<file path="src/rtl/ula_pipe_if.sv">
// ula_pipe_if: request/result handshake bundle for ula_pipe.
// master: drives in_valid, S, A, B, R, out_ready; receives in_ready, out_valid, O and flags.
// slave: the ULA side of the same signals.
interface ula_pipe_if #(parameter int W = 8);
  logic         in_valid;
  logic         in_ready;
  logic [3:0]   S;
  logic [W-1:0] A;
  logic [W-1:0] B;
  logic         R;
  logic         out_valid;
  logic         out_ready;
  logic [W-1:0] O;
  logic         Cout;
  logic         Zero;
  logic         Neg;
  logic         Ovf;
  modport master (
    output in_valid, S, A, B, R, out_ready,
    input  in_ready, out_valid, O, Cout, Zero, Neg, Ovf
  );
  modport slave (
    input  in_valid, S, A, B, R, out_ready,
    output in_ready, out_valid, O, Cout, Zero, Neg, Ovf
  );
endinterface

</file>
<file path="src/rtl/ula_pipe.sv">
// ula_pipe: two-stage pipelined ULA with valid/ready on both sides.
// Ports: clk, rst_n (sync, active-low), bus (ula_pipe_if.slave: request S/A/B/R,
// result O/Cout/Zero/Neg/Ovf). Optional macro ULA_PIPE_OVF_EN builds signed overflow.
module ula_pipe #(parameter int W = 8) (
  input logic       clk,
  input logic       rst_n,
  ula_pipe_if.slave bus
);
  logic         s1_valid_q, s2_valid_q, s1_adv, s2_adv;
  logic [3:0]   s1_s_q;
  logic [W-1:0] s1_a_q, s1_b_q;
  logic         s1_r_q;
  logic [W-1:0] x, y, o_d, o_q;
  logic [W:0]   tmp;
  logic         cout_d, zero_d, neg_d, ovf_d;
  logic         cout_q, zero_q, neg_q, ovf_q;
  assign s2_adv        = !s2_valid_q || bus.out_ready;
  assign s1_adv        = !s1_valid_q || s2_adv;
  assign bus.in_ready  = s1_adv;
  assign bus.out_valid = s2_valid_q;
  assign bus.O         = o_q;
  assign bus.Cout      = cout_q;
  assign bus.Zero      = zero_q;
  assign bus.Neg       = neg_q;
  assign bus.Ovf       = ovf_q;
  // Every arithmetic opcode is x +/- y: S[2:1]==11 selects B as the first operand,
  // S[2] makes the second operand 1, S[1] complements B, S[0] subtracts.
  always_comb begin
    x   = (s1_s_q[2:1] == 2'b11) ? s1_b_q : s1_a_q;
    y   = s1_s_q[2] ? W'(1) : s1_s_q[1] ? ~s1_b_q : s1_b_q;
    tmp = s1_s_q[0] ? {1'b0, x} - {1'b0, y} : {1'b0, x} + {1'b0, y};
    if (s1_s_q[3]) begin
      case (s1_s_q[2:0])
        3'd0: tmp = {1'b0, s1_a_q & s1_b_q};
        3'd1: tmp = {1'b0, ~s1_a_q};
        3'd2: tmp = {1'b0, ~s1_b_q};
        3'd3: tmp = {1'b0, s1_a_q | s1_b_q};
        3'd4: tmp = {1'b0, s1_a_q ^ s1_b_q};
        3'd5: tmp = {1'b0, ~(s1_a_q & s1_b_q)};
        3'd6: tmp = {1'b0, s1_a_q};
        3'd7: tmp = {1'b0, s1_b_q};
      endcase
    end
    o_d    = s1_r_q ? tmp[W-1:0] : '0;
    cout_d = s1_r_q & tmp[W];
    zero_d = s1_r_q & (tmp[W-1:0] == '0);
    neg_d  = s1_r_q & tmp[W-1];
  end
`ifdef ULA_PIPE_OVF_EN
  // Operand signs must match for add (differ for subtract) and the result sign leaves x's.
  assign ovf_d = s1_r_q & !s1_s_q[3] & (tmp[W-1] ^ x[W-1]) & !(x[W-1] ^ y[W-1] ^ s1_s_q[0]);
`else
  assign ovf_d = 1'b0;
`endif
  always_ff @(posedge clk) begin
    if (!rst_n) begin
      s1_valid_q <= 1'b0;
      s2_valid_q <= 1'b0;
      s1_s_q     <= '0;
      s1_a_q     <= '0;
      s1_b_q     <= '0;
      s1_r_q     <= 1'b0;
      o_q        <= '0;
      cout_q     <= 1'b0;
      zero_q     <= 1'b0;
      neg_q      <= 1'b0;
      ovf_q      <= 1'b0;
    end else begin
      if (s1_adv) begin
        s1_valid_q <= bus.in_valid;
        if (bus.in_valid) begin
          s1_s_q <= bus.S;
          s1_a_q <= bus.A;
          s1_b_q <= bus.B;
          s1_r_q <= bus.R;
        end
      end
      if (s2_adv) begin
        s2_valid_q <= s1_valid_q;
        if (s1_valid_q) begin
          o_q    <= o_d;
          cout_q <= cout_d;
          zero_q <= zero_d;
          neg_q  <= neg_d;
          ovf_q  <= ovf_d;
        end
      end
    end
  end
endmodule
</file>
<file path="src/flat_wrapper.sv">
// flat-port wrapper written by rule: the top's interface ports become plain ports
module ula_pipe_flat 
#(parameter int W = 8)
  (clk, rst_n, bus_in_valid, bus_S, bus_A, bus_B, bus_R, bus_out_ready, bus_in_ready, bus_out_valid, bus_O, bus_Cout, bus_Zero, bus_Neg, bus_Ovf);
  ula_pipe_if #(.W(W)) bus_i ();
  input logic clk;
  input logic rst_n;
  input wire logic [$bits(bus_i.in_valid)-1:0] bus_in_valid;
  input wire logic [$bits(bus_i.S)-1:0] bus_S;
  input wire logic [$bits(bus_i.A)-1:0] bus_A;
  input wire logic [$bits(bus_i.B)-1:0] bus_B;
  input wire logic [$bits(bus_i.R)-1:0] bus_R;
  input wire logic [$bits(bus_i.out_ready)-1:0] bus_out_ready;
  output wire logic [$bits(bus_i.in_ready)-1:0] bus_in_ready;
  output wire logic [$bits(bus_i.out_valid)-1:0] bus_out_valid;
  output wire logic [$bits(bus_i.O)-1:0] bus_O;
  output wire logic [$bits(bus_i.Cout)-1:0] bus_Cout;
  output wire logic [$bits(bus_i.Zero)-1:0] bus_Zero;
  output wire logic [$bits(bus_i.Neg)-1:0] bus_Neg;
  output wire logic [$bits(bus_i.Ovf)-1:0] bus_Ovf;
  assign bus_i.in_valid = bus_in_valid;
  assign bus_i.S = bus_S;
  assign bus_i.A = bus_A;
  assign bus_i.B = bus_B;
  assign bus_i.R = bus_R;
  assign bus_i.out_ready = bus_out_ready;
  assign bus_in_ready = bus_i.in_ready;
  assign bus_out_valid = bus_i.out_valid;
  assign bus_O = bus_i.O;
  assign bus_Cout = bus_i.Cout;
  assign bus_Zero = bus_i.Zero;
  assign bus_Neg = bus_i.Neg;
  assign bus_Ovf = bus_i.Ovf;
  ula_pipe #(.W(W)) u_core (.clk(clk), .rst_n(rst_n), .bus(bus_i));
endmodule
</file>
<file path="config.mk">
export PLATFORM = sky130hd
export DESIGN_NAME = ula_pipe_flat
export DESIGN_NICKNAME = d
export VERILOG_FILES = /design/src/rtl/ula_pipe_if.sv /design/src/rtl/ula_pipe.sv /design/src/flat_wrapper.sv
export SDC_FILE = /design/constraint.sdc
export NUM_CORES = 1
export LEC_CHECK = 0
export CAP_MARGIN = 20
export CORE_ASPECT_RATIO = 1.25
export CORE_MARGIN = 2
export CORE_UTILIZATION = 30
export CTS_CLUSTER_DIAMETER = 40
export DETAILED_ROUTE_END_ITERATION = 10
export PLACE_DENSITY_LB_ADDON = 0.05
export SLEW_MARGIN = 0
export SYNTH_ARGS = -nofsm -noshare
export SYNTH_HDL_FRONTEND = slang
export SYNTH_SLANG_ARGS = --single-unit
</file>
<file path="constraint.sdc">
create_clock -name clk -period 4.05 [get_ports clk]
set_input_delay 0.6075 -clock clk [delete_from_list [all_inputs] [get_ports clk]]
set_output_delay 0.6075 -clock clk [all_outputs]
set_load 0.02 [all_outputs]
</file>
### After elaboration in Yosys (flattened, before gate mapping)

Cells that the tools add are included.

| word-level totals | value |
|---|---|
| register bits | 34 |
| input bits | 25 |
| output and inout bits | 14 |
| logic and storage cells | 44 |

| operators by class | value |
|---|---|
| $add $sub $neg | 2 |
| equal/unequal tests | 8 |
| multiplexer cells | 7 |
| bitwise gates (word level) | 9 |
| reduce and logical (&&, ||, !) cells | 8 |

Operators by type and width:

| kind | count |
|---|---|
| one-hot mux 9 bit (8 select lines) | 1 |
| 2-to-1 mux 8 bit | 4 |
| NOT 8 bit | 3 |
| 2-to-1 mux 9 bit | 2 |
| equality test 3 bit (second input constant) | 4 |
| adder 8 x 8 -> 9 bit | 1 |
| subtractor 8 x 8 -> 9 bit | 1 |
| bitwise AND 8 bit | 1 |
| zero test 8 bit | 1 |
| bitwise OR 8 bit | 1 |
| bitwise XOR 8 bit | 1 |
| equality test 3 x 2 -> 1 bit (second input constant) | 2 |
| AND reduction 2 bit | 2 |
| bitwise AND 1 bit | 3 |
| equality test 3 x 1 -> 1 bit (second input constant) | 1 |
| zero test 3 bit | 1 |
| equality test 2 bit (second input constant) | 1 |
| zero test 1 bit | 2 |
| logical OR 1 bit | 2 |

### Longest topological paths before layout

| logic depth | value |
|---|---|
| depth in word-level cells | 8 |
| mapped depth | 20 |
| gate-level depth less buffers | 17 |

### Worst setup path after synthesis

OpenSTA, ideal clock, no wires.

| path | value |
|---|---|
| path kind | register to register |
| from | reg u_core.s1_s_q[1] |
| to | reg u_core.cout_q, in the netlist u_core.bus.Cout |
| setup time | 0.116 ns |
| arrival | 3.228 ns |
| data required time | 3.934 ns |
| path slack | 0.706 ns |
| stages on the path, launching flop included | 18 |
| path buffers | 3 |
| clock period less this slack | 3.344 ns |
| path through | dfxtp_1 buf_4 buf_6 buf_2 xnor2_1 nand2b_1 inv_1 ha_1 inv_1 mux2_2 fa_1 a21o_1 a21oi_1 o21ai_1 a21o_1 a21oi_1 xnor2_1 a31o_2 |

| between the ends | value |
|---|---|
| word-level cells in the longest chain between the ends | 6 |
| elaborated cells on any way between the ends | 9 |
| those cells by class | 2 x add/sub; 1 x eq/ne; 5 x mux; 1 x bitwise |

Ends and longest elaborated chain:

| what | line | RTL |
|---|---|---|
| from (decl) | ula_pipe.sv:10 | `logic [3:0] s1_s_q;` |
| from (signal assigned) | ula_pipe.sv:72 | `s1_s_q <= bus.S;` |
| equality test 2 bit / 2-to-1 mux 8 bit (equally long branches) | ula_pipe.sv:29, ula_pipe.sv:30 |  |
| 2-to-1 mux 8 bit, on equally long branches | ula_pipe.sv:29, ula_pipe.sv:30 |  |
| adder 8 x 8 -> 9 bit / subtractor 8 x 8 -> 9 bit (equally long branches) | ula_pipe.sv:31 | `tmp = s1_s_q[0] ? {1'b0, x} - {1'b0, y} : {1'b0, x} + {1'b0, y};` |
| 2-to-1 mux 9 bit (*) | ula_pipe.sv:31 |  |
| 2-to-1 mux 9 bit (*) | ula_pipe.sv:32 | `if (s1_s_q[3]) begin` |
| bitwise AND 1 bit (*) | ula_pipe.sv:45 | `cout_d = s1_r_q & tmp[W];` |
| to (signal assigned) | ula_pipe.sv:82 | `cout_q <= cout_d;` |
| to (decl) | ula_pipe.sv:16 | `logic cout_q, zero_q, neg_q, ovf_q;` |

Mark *: on every way between the ends. The rest lies on a longest branch, timed or not.
A chain may end at the register's enable or synchronous reset.

### Final worst setup path

| path | value |
|---|---|
| from | reg u_core.s1_s_q[1] |
| to | reg u_core.o_q[7], in the netlist u_core.bus.O[7] |

| between the ends | value |
|---|---|
| word-level cells in the longest chain between the ends | 6 |
| elaborated cells on any way between the ends | 18 |
| those cells by class | 2 x add/sub; 8 x eq/ne; 7 x mux; 1 x reduce/logical |

Ends and longest elaborated chain:

| what | line | RTL |
|---|---|---|
| equality test 2 bit / 2-to-1 mux 8 bit (equally long branches) | ula_pipe.sv:29, ula_pipe.sv:30 |  |
| 2-to-1 mux 8 bit, on equally long branches | ula_pipe.sv:29, ula_pipe.sv:30 |  |
| adder 8 x 8 -> 9 bit / subtractor 8 x 8 -> 9 bit (equally long branches) | ula_pipe.sv:31 |  |
| 2-to-1 mux 9 bit | ula_pipe.sv:31 |  |
| 2-to-1 mux 9 bit (*) | ula_pipe.sv:32 |  |
| 2-to-1 mux 8 bit (*) | ula_pipe.sv:44 | `o_d = s1_r_q ? tmp[W-1:0] : '0;` |
| to (signal assigned) | ula_pipe.sv:63 | `o_q <= '0;` |
| to (signal assigned) | ula_pipe.sv:81 | `o_q <= o_d;` |
| to (decl) | ula_pipe.sv:13 | `logic [W-1:0] x, y, o_d, o_q;` |

Mark *: on every way between the ends. The rest lies on a longest branch, timed or not. The select of a mux whose other input is x is not followed.

==> results.sh <==
export IMPL_crit_path_end_kind="flip-flop"
export IMPL_min_period_ps=3320
export IMPL_grtUsageTotal_pct=16.4
export IMPL_multi_input_area_sq_um=2100
export IMPL_synth_area_per_cell_sq_um=7.44
export IMPL_num_rows=41
export IMPL_cts_resized=0
export IMPL_finalCritPeriodShare_pct=81.9
export IMPL_ys_warn_count=0
export IMPL_die_w_um=93.9
export IMPL_tightest_slew_ps=736
export IMPL_syn_num_nets=459
export IMPL_grt_pass1_vias=2699
export IMPL_gp_congestion=0.768
export IMPL_required_ps=4270
export IMPL_async_flop_share_pct=0
export IMPL_crit_buf_inv=2
export IMPL_seqCellArea_sq_um=661
export IMPL_die_h_um=116
export IMPL_insertion_delay_ps=290
export IMPL_syn_area_sq_um=3030
export IMPL_crit_path_top_delay_cell="dfxtp_1"
export IMPL_first_pass_iters=5
export IMPL_seq_power_share_pct=30.2
export IMPL_p_leak_nw=1.41
export IMPL_ys_top_cells_by_area="dfxtp_1, ha_1, nand2_1, a21boi_0, o21ai_0"
export IMPL_synth_most_common_cell="nand2_1"
export IMPL_post_route_cell_area_sq_um=3590
export IMPL_clock_sinks=33
export IMPL_vias=2773
export IMPL_start_kind="flip-flop"
export IMPL_h_tree_depth=2
export IMPL_clkPwrFrac_pct=37.4
export IMPL_rsz0062_at_grt="false"
export IMPL_drt_iter0_drc=145
export IMPL_p_int_w=0.000822
export IMPL_ys_ff_latch=33
export IMPL_crit_family="compound AO/OA/AOI/OAI gates"
export IMPL_fillers=1075
export IMPL_postCtsSetupBuffers=0
export IMPL_cts_tree="yes"
export IMPL_max_stage_delay_ps=350
export IMPL_root_buffer="clkbuf_16"
export IMPL_powerDensity_nw_per_um2=340
export IMPL_area_growth_pct=18.6
export IMPL_synth_flop_cell="dfxtp_1"
export IMPL_top_level_ports=39
export IMPL_drc=0
export IMPL_slew_violations=0
export IMPL_clk_pin_slew_ps=60
export IMPL_swShare_pct=32.6
export IMPL_layout_nets=476
export IMPL_crit_arrival_ps=3540
export IMPL_setup_viol=0
export IMPL_place_inst=546
export IMPL_antenna_found_initial=0
export IMPL_finalWorstSetupSlack_ps=732
export IMPL_syn_inst=407
export IMPL_place_hpwl_um=6370
export IMPL_status="complete, no violations"
export IMPL_grt_pass1_wl_um=14000
export IMPL_synth_cell_types=60
export IMPL_synth_largest_area_cell="dfxtp_1"
export IMPL_antenna_diode_count=0
export IMPL_grt_max_degree=41
export IMPL_min_path_type="reg2reg"
export IMPL_final_cells=554
export IMPL_cap_violations=0
export IMPL_overflow=0
export IMPL_clk_path_buf_depth=2
export IMPL_wl_um=8310
export IMPL_cts_hold_buf=0
export IMPL_detail_route_wl_per_cell_um=15.0
export IMPL_p_sw_w=0.000398
export IMPL_place_ws_ps=743
export IMPL_synth_commonest_cells="nand2_1, dfxtp_1, ha_1"
export IMPL_setup_tns_ps=0
export IMPL_antenna_left=0
export IMPL_synth_top_area_share_pct=21.8
export IMPL_numCtsBuffers=5
export IMPL_critPathKind="reg2reg"
export IMPL_max_freq_mhz=301
export IMPL_path_max_fanout=16
export IMPL_start_util_pct=30.4
export IMPL_slew_headroom_pct=50.8
export IMPL_hold_viol_final=0
export IMPL_synth_edf_count=0
export IMPL_ir_drop_mv=0.259
export IMPL_placed_cell_area_sq_um=3420
export IMPL_skew_ps=6.31
export IMPL_coreArea_sq_um=9950
export IMPL_cp_cell_sequence="buf_4 -> inv_2 -> nand4_1 -> a21oi_1 -> a21boi_1 -> nor2_1 -> o221ai_1 -> ha_1 -> o21a_1 -> o21ai_0 -> a21oi_1 -> o21a_1 -> o32ai_2 -> a22oi_1 -> nor2b_1"
export IMPL_avgViaCountPerCell=5.01
export IMPL_die_area_sq_um=10900
export IMPL_yosysSeqAreaShare_pct=21.8
export IMPL_power_frac_comb_pct=32.4
export IMPL_io_buffers=37
export IMPL_drive_gt1_share_pct=5.88
export IMPL_fin_total_pwr_w=0.00122
## stage by stage
| stage | util, % | hold WS [ps] |
|---|---|---|
| 3_5_place_dp | 34.4 | 482 |
| 3_3_place_gp | 34.4 | 484 |
| 4_1_cts | 36.1 | 494 |
| 6_report | 36.1 | 495 |
| 5_1_grt | 36.1 | 518 |
| 2_1_floorplan | - | 461 |
## placed cells by master (no fill, tap or decap), types with 6 or more instances in the layout
cell type	synthesis	routed
nor2_1	23	23
o21ai_1	7	7
o221ai_1	6	6
xnor2_1	10	10
clkdlybuf4s50_1	0	37
ha_1	26	26
nand2b_1	9	9
dfxtp_1	33	33
a21oi_1	19	19
inv_1	22	22
and2_1	6	6
nor2b_1	14	14
a21boi_0	22	22
xor2_1	6	6
buf_4	6	6
nand2_1	68	68
o21ai_0	20	20
nand3_1	6	6
o22ai_1	9	9
## cells by family after synthesis
kind of cell	synth area share, %
flops	21.8
fa+ha+maj	11.4
mux	3.18
simple gates	21.4
other cells	0.124
compound gates	28.5
xor+xnor	4.63
buf+inv	8.96
## worst paths after layout
check,slack [ps],start,cells after the start,to
hold reg to reg,500,u_core.bus.Zero$_SDFFE_PN0P_,2,u_core.bus.Zero$_SDFFE_PN0P_
setup reg to reg,730,u_core.s1_s_q[1]$_SDFFE_PN0P_,15,u_core.bus.O[7]$_SDFFE_PN0P_
setup / recovery,730,u_core.s1_s_q[1]$_SDFFE_PN0P_,15,u_core.bus.O[7]$_SDFFE_PN0P_
hold / removal,500,u_core.bus.Zero$_SDFFE_PN0P_,2,u_core.bus.Zero$_SDFFE_PN0P_
## tightest hold or removal path: stages (launching register included)
cell and delay, ps:
dfxtp_1 310, nand3_1 80, o31ai_2 60
## power groups by stage
stage	registers [W]	clock network, W	logic [W]
global placement	0.000375	0	0.000398
floorplan	0.000362	0	0.000301
global route	0.000373	0.000477	0.000448
CTS	0.000369	0.000467	0.000402
finish	0.000369	0.000456	0.000396
detailed placement	0.000376	0	0.000399
## flip-flops by register name (all words and copies together) (netlist names)
| register | flops |
|---|---|
| u_core.bus.O | 8 |
| u_core.s1_a_q | 8 |
| u_core.s1_b_q | 8 |
| u_core.s1_s_q | 4 |
| u_core.bus.Cout | 1 |
| u_core.bus.Zero | 1 |
| u_core.bus.out_valid | 1 |
| u_core.s1_r_q | 1 |
| u_core.s1_valid_q | 1 |
## layout make-up
| type | count | area share, % |
|---|---|---|
| tap | 129 | 4.49 |
| sequential | 33 | 18.4 |
| clock buffer | 7 | 3.97 |
| timing repair buffer | 43 | 11.6 |
| inverter | 23 | 2.40 |
| multi-input combinational | 318 | 58.4 |
| clock inverter | 1 | 0.836 |
## per-layer routing
metal  vias up  part of all wire (%)  track usage, %
met5         -                     0               0
met4         0                   2.6            7.05
met3        11                   3.4            2.32
met2        48                    45            25.9
met1      1269                    49            22.3
li1       1445                     -               -
Power figures use the tool's default switching activity.
